===== src/rtl/adder_arbiter.sv =====
// -----------------------------------------------------------------------------
// adder_arbiter
//
// Shares one 32-bit ripple-carry adder among N_REQ requesters. Grants one
// request at a time in round-robin order and drives the adder from registered
// operands. It then holds those operands for SETTLE_CYCLES cycles so the
// ripple-carry path can settle, captures the sum and presents it on a
// valid/ready result port.
//
// Handshake semantics (both ports): a transfer happens on the rising edge where
// valid && ready are both high. Request side: req_ready is one-hot and only
// ever asserted in IDLE. Result side: res_valid stays high, with all res_*
// stable, until res_ready is seen.
//
// Optional feature macro: ADDER_ARB_OVF_EN adds the res_ovf signed-overflow
// flag, captured together with res_sum.
//
// Ports:
//   Clk, Rst               clock, synchronous active-high reset
//   req_valid/req_ready    per-requester request handshake (ready is one-hot)
//   req_a, req_b, req_cin  flattened operands; requester i owns [32i+31:32i]
//   add_a, add_b, add_cin  registered operands to the shared adder
//   add_sum, add_cout      result returned by the shared adder
//   res_valid/res_ready    result handshake
//   res_sum, res_cout      captured result
//   res_id                 index of the requester owning the result
//   busy                   high whenever the FSM is not IDLE
//   res_ovf                signed overflow (ADDER_ARB_OVF_EN only)
// -----------------------------------------------------------------------------
module adder_arbiter #(
  parameter int N_REQ         = 4,
  parameter int SETTLE_CYCLES = 2
) (
  input  logic                 Clk,
  input  logic                 Rst,
  input  logic [N_REQ-1:0]     req_valid,
  output logic [N_REQ-1:0]     req_ready,
  input  logic [32*N_REQ-1:0]  req_a,
  input  logic [32*N_REQ-1:0]  req_b,
  input  logic [N_REQ-1:0]     req_cin,
  output logic [31:0]          add_a,
  output logic [31:0]          add_b,
  output logic                 add_cin,
  input  logic [31:0]          add_sum,
  input  logic                 add_cout,
  output logic                 res_valid,
  input  logic                 res_ready,
  output logic [31:0]          res_sum,
  output logic                 res_cout,
  output logic [2:0]           res_id,
  output logic                 busy
`ifdef ADDER_ARB_OVF_EN
  ,
  output logic                 res_ovf
`endif
);

  localparam int PTR_W = $clog2(N_REQ);

  typedef enum logic [1:0] {
    IDLE   = 2'd0,
    SETTLE = 2'd1,
    DONE   = 2'd2
  } state_t;

  state_t           state;
  state_t           state_nxt;
  logic [PTR_W-1:0] rr_ptr;
  logic [PTR_W-1:0] rr_ptr_nxt;
  logic [PTR_W-1:0] win;
  logic [PTR_W-1:0] idx;
  logic             win_found;
  logic [3:0]       cnt;
  logic [31:0]      sel_a;
  logic [31:0]      sel_b;
  logic             sel_cin;
  int               j;

  // Round-robin search. Scanning offsets from high to low means the last hit
  // written is the lowest offset, i.e. the first valid bit at or after rr_ptr.
  always_comb begin
    win       = '0;
    win_found = 1'b0;
    idx       = '0;
    j         = 0;
    for (int k = N_REQ - 1; k >= 0; k--) begin
      j = int'(rr_ptr) + k;
      if (j >= N_REQ) j = j - N_REQ;
      idx = PTR_W'(j);
      if (req_valid[idx]) begin
        win       = idx;
        win_found = 1'b1;
      end
    end
  end

  assign rr_ptr_nxt = (win == PTR_W'(N_REQ - 1)) ? '0 : win + PTR_W'(1);

  // Operand mux for the winning requester.
  always_comb begin
    sel_a   = '0;
    sel_b   = '0;
    sel_cin = 1'b0;
    for (int k = 0; k < N_REQ; k++) begin
      if (win == PTR_W'(k)) begin
        sel_a   = req_a[32*k +: 32];
        sel_b   = req_b[32*k +: 32];
        sel_cin = req_cin[k];
      end
    end
  end

  // FSM: state register.
  always_ff @(posedge Clk) begin
    if (Rst) state <= IDLE;
    else     state <= state_nxt;
  end

  // FSM: next-state logic.
  always_comb begin
    state_nxt = state;
    case (state)
      IDLE:    if (win_found)     state_nxt = SETTLE;
      SETTLE:  if (cnt == 4'd0)   state_nxt = DONE;
      DONE:    if (res_ready)     state_nxt = IDLE;
      default:                    state_nxt = IDLE;
    endcase
  end

  // FSM: outputs. Grants are suppressed while Rst is high so no handshake can
  // complete on a resetting edge.
  always_comb begin
    busy      = (state != IDLE);
    req_ready = '0;
    if (state == IDLE && win_found && !Rst) req_ready = N_REQ'(1) << win;
  end

  // Datapath registers.
  always_ff @(posedge Clk) begin
    if (Rst) begin
      rr_ptr    <= '0;
      cnt       <= '0;
      add_a     <= '0;
      add_b     <= '0;
      add_cin   <= 1'b0;
      res_sum   <= '0;
      res_cout  <= 1'b0;
      res_id    <= '0;
      res_valid <= 1'b0;
`ifdef ADDER_ARB_OVF_EN
      res_ovf   <= 1'b0;
`endif
    end else begin
      case (state)
        IDLE: begin
          if (win_found) begin
            add_a   <= sel_a;
            add_b   <= sel_b;
            add_cin <= sel_cin;
            res_id  <= 3'(win);
            rr_ptr  <= rr_ptr_nxt;
            cnt     <= 4'(SETTLE_CYCLES - 1);
          end
        end
        SETTLE: begin
          if (cnt != 4'd0) begin
            cnt <= cnt - 4'd1;
          end else begin
            res_sum   <= add_sum;
            res_cout  <= add_cout;
            res_valid <= 1'b1;
`ifdef ADDER_ARB_OVF_EN
            res_ovf   <= (add_a[31] == add_b[31]) && (add_sum[31] != add_a[31]);
`endif
          end
        end
        DONE: begin
          if (res_ready) res_valid <= 1'b0;
        end
        default: ;
      endcase
    end
  end

endmodule


===== config.mk =====
export PLATFORM = sky130hd
export DESIGN_NAME = adder_arbiter
export DESIGN_NICKNAME = d
export VERILOG_FILES = /design/src/rtl/adder_arbiter.sv
export SDC_FILE = /design/constraint.sdc
export NUM_CORES = 1
export LEC_CHECK = 0
export BUFFER_PORTS_ARGS = -buffer_cell sky130_fd_sc_hd__buf_2
export CAP_MARGIN = 20
export CORE_AREA = 2 2 159 161
export DETAILED_ROUTE_END_ITERATION = 16
export DIE_AREA = 0 0 161 163
export PLACE_DENSITY = 0.59
export SETUP_SLACK_MARGIN = 0.1
export SLEW_MARGIN = 15
export SYNTH_ARGS = -nofsm -noshare
export SYNTH_HDL_FRONTEND = slang
export SYNTH_SLANG_ARGS = --single-unit

===== constraint.sdc =====
create_clock -name Clk -period 4 [get_ports Clk]
set_clock_uncertainty 0.15 [all_clocks]
set_input_delay 1 -clock Clk [delete_from_list [all_inputs] [get_ports Clk]]
set_output_delay 1 -clock Clk [all_outputs]
set_load 0.005 [all_outputs]

==> summary by stage <==
Run status
The flow ran to the end, and the final reports show no timing, DRC or antenna violations.

Clock tree
The root buffer selected by CTS is clkbuf_16. At the later pin of the worst-skew pair, clock insertion delay measures 350 ps. TritonCTS built the clock tree. The buffer depth of the longest clock path is 2. After clock tree synthesis, the setup repair step added 0 buffers. The number of buffers inserted for hold repair after clock tree synthesis is 0.

The clock-pin transition on the worst setup and hold timing paths is 80 ps. The maximum level of the CTS H-tree is 3. Counting the buffers created by CTS gives 9. The sink count of the clock tree is 109. The quantity of gates resized following cts is 0.

STA
The count of final hold-check violations is 0. The final max-slew violation count came to 0. Subtracting the final worst setup slack from the clock period gives 3500 ps. The post-route fraction of the period consumed by the critical path is 87.5%. The transition time at the pin with the least slew margin is 914 ps. Based on the critical path, the design can be clocked at up to 0.286 GHz. Setup violations remaining at the end of the flow were counted as 0. The tightest hold margin is 304 ps. Setup repair after global routing left no endpoint under its margin. The tightest slew margin relative to the limit is 38.9%. The total negative setup slack is 0 ps.

Die
The die covers 26200 sq um. From left edge to right edge, the die measures 161 um. The floorplan core area is 24700 sq um. The initialized floorplan defines 58 standard-cell rows. The number of top-level design ports is 407. The die is 163 um tall. The starting density of the core is 24.9%.

Final layout
The final instance area is 8710 sq um. The ratio of cells with drive above 1 in the final layout is 38.6%. The commonest non-fill, non-tap cell in the layout is buf_2. The top cell types in the final layout, fill and taps aside, are buf_2, dfxtp_1, a21oi_1. The repair_antennas step left the layout with diodes totalling 0.

The layout has 2681 filler cells. Relative to the synthesized area, the layout overhead comes to 41.7%. In the final design database the tool counted 1465 nets.

Synth
The number of distinct library cell variants in the gate-level netlist after synthesis is 37. Synthesis produced a netlist with a net count of 1122. The cell taking the most area after synthesis is dfxtp_1. The summed instance area of the synthesized netlist is 6150 sq um.

Sorting the synthesized cells by area gives the leading types as dfxtp_1, a221oi_1, a21oi_1. The area fraction of the dominant cell type after synthesis is 35.5%. For this run, the number of Yosys warnings is 0.

The cell count after synthesis is 816. The portion of the post-synthesis area used by sequential elements is 35.5%. The register bit count reported by yosys is 109. After synthesis, the mean cell area works out to 7.53 sq um.

Route
The aggregate routed wire length is 23.9 mm. The via count is 7273. The iteration count of the initial detailed-routing pass is 5. After detailed routing, the number of vias per cell comes to 4.87.

In the final routed layout, each cell accounts on average for 16.0 um. In this run the remaining antenna-violating nets after routing total 0. The number of design rule violations left after detail routing is 0. The first-iteration detailed-routing DRC count is 477.

Critical path
STA classifies the critical path startpoint as an input port. STA puts the critical path data required time at 2850 ps. For this run, the slowest stage of the critical path takes 270 ps. The largest individual stage delay along the critical path comes from the cell o32ai_1. Data on the critical path arrives at its endpoint at 2350 ps. The top fanout value on the critical path is 4. The capturing element type of the critical path is an output port. Walking the worst path, the cells encountered are buf_2 -> nand2b_1 -> a21oi_1 -> o32ai_1 -> buf_4 -> inv_1 -> ha_4 -> and2_1 -> buf_2. The critical path contains buffers and inverters numbering 4 combined. The critical path's most frequent cell is buf_2. The worst setup path is of the in2out kind. The family with the most delay on the worst path is buffers and inverters.

Hold path
The worst hold path belongs to the class reg2reg.

Placement
The weighted congestion at the end of routability-driven global placement is 0.855. Port buffering added 405 buffers. The final HPWL from detailed placement is 17.5 mm. The standard cell area after detailed placement is 8410 sq um.

Power and ir drop
The worst-case vdd ir drop is 0.341 mV. The static power due to leakage is 4.08 nW. The cell area power density is 717 nW/um^2.

GRT
Global routing used 17.2% of the available tracks across all layers. The maximum number of pins on one net before global-route repair is 131. The first-pass GRT wire length is 36.1 mm.

The total overflow left after global routing is 0. The initial antenna violation count came to 0. The number of global-route vias before repair was 6594.

Job
The reported max-cap violation count is 0.
## power by group
group | switching [mW] | leakage [nW] | total (mW) | internal (mW)
clock | 0.472 | 0.144 | 0.917 | 0.445
combinational | 2.04 | 3.04 | 3.54 | 1.50
sequential | 0.244 | 0.899 | 1.78 | 1.54
total | 2.76 | 4.08 | 6.24 | 3.49
## path summary, 6_finish.rpt
kind,cells after the start,slack (ps),end,start
min,2,300,res_sum[24],res_sum[24]
max,9,500,req_ready[2],req_valid[1]
min reg2reg,2,300,res_sum[24],res_sum[24]
max reg2reg,9,1420,add_b[5],rr_ptr[0]
## cell families after synthesis
kind of cell / after synthesis / synth area share [%]
buf+inv: 159 / 10.7
fa+ha+maj: 6 / 1.22
other cells: 1 / 0.0610
flops: 109 / 35.5
simple gates: 297 / 24.9
compound gates: 242 / 27.3
xor+xnor: 2 / 0.285
## layer usage
metal	GRT usage [%]	vias up	share of wire, %
met5	0	-	0
met4	5.07	0	1.9
met3	3.79	32	7.1
met2	29.2	278	48
met1	21.9	3359	43
li1	-	3604	-
## through the flow
stage	total power, mW	util (%)	worst slack, ps	std cells
2_1_floorplan	4.15	-	330	816
3_3_place_gp	5.34	34.1	488	1478
3_5_place_dp	5.38	34.1	506	1478
4_1_cts	6.34	35.3	496	1494
5_1_grt	6.82	35.3	429	1494
6_report	6.24	35.3	500	1494
## registers in the layout (all words and copies together), names as in the netlist
register	cells
add_cin	1
res_sum	32
add_a	32
state	2
res_cout	1
rr_ptr	2
cnt	4
add_b	32
res_id	2
res_valid	1
## cells in the mapped netlist
| master | instances |
|---|---|
| o32ai_1 | 1 |
| nor3b_1 | 3 |
| buf_1 | 2 |
| o31ai_1 | 1 |
| nor2_2 | 1 |
| a211oi_1 | 61 |
| nor4_1 | 2 |
| a2111oi_0 | 1 |
| nor4_4 | 1 |
| buf_6 | 4 |
| clkbuf_1 | 58 |
| and3_1 | 1 |
| a211oi_2 | 7 |
| conb_1 | 1 |
| ha_1 | 6 |
| a221oi_1 | 65 |
| nor3_1 | 67 |
| nand3b_1 | 66 |
| dfxtp_1 | 109 |
| a21o_1 | 1 |
| or2_4 | 1 |
| buf_2 | 22 |
| or4_1 | 1 |
| nor2_1 | 72 |
| nor2b_1 | 4 |
| nand2b_1 | 1 |
| a21oi_1 | 103 |
| or2_1 | 1 |
| nor4bb_1 | 1 |
| xnor2_1 | 2 |
| inv_1 | 72 |
| buf_4 | 1 |
| a211o_1 | 1 |
| and2_1 | 4 |
| nand2_1 | 68 |
| o22a_1 | 1 |
| nand3_1 | 3 |
## tightest hold or removal path, delay by kind of cell (launching register included)
family          cells  cell delay [ps]
compound gates      1               50
flops               1              310
simple gates        1               50
## area by class of cell
class	instances	area (sq um)	area share, %
Multi-Input combinational cell	548	3350	38.5
Timing Repair Buffer	419	2200	25.2
Clock inverter	6	67.6	0.776
Sequential cell	109	2180	25.1
Clock buffer	10	229	2.63
Inverter	72	270	3.10
Tap cell	330	413	4.74
No activity file was read; power rests on OpenSTA's default activity.
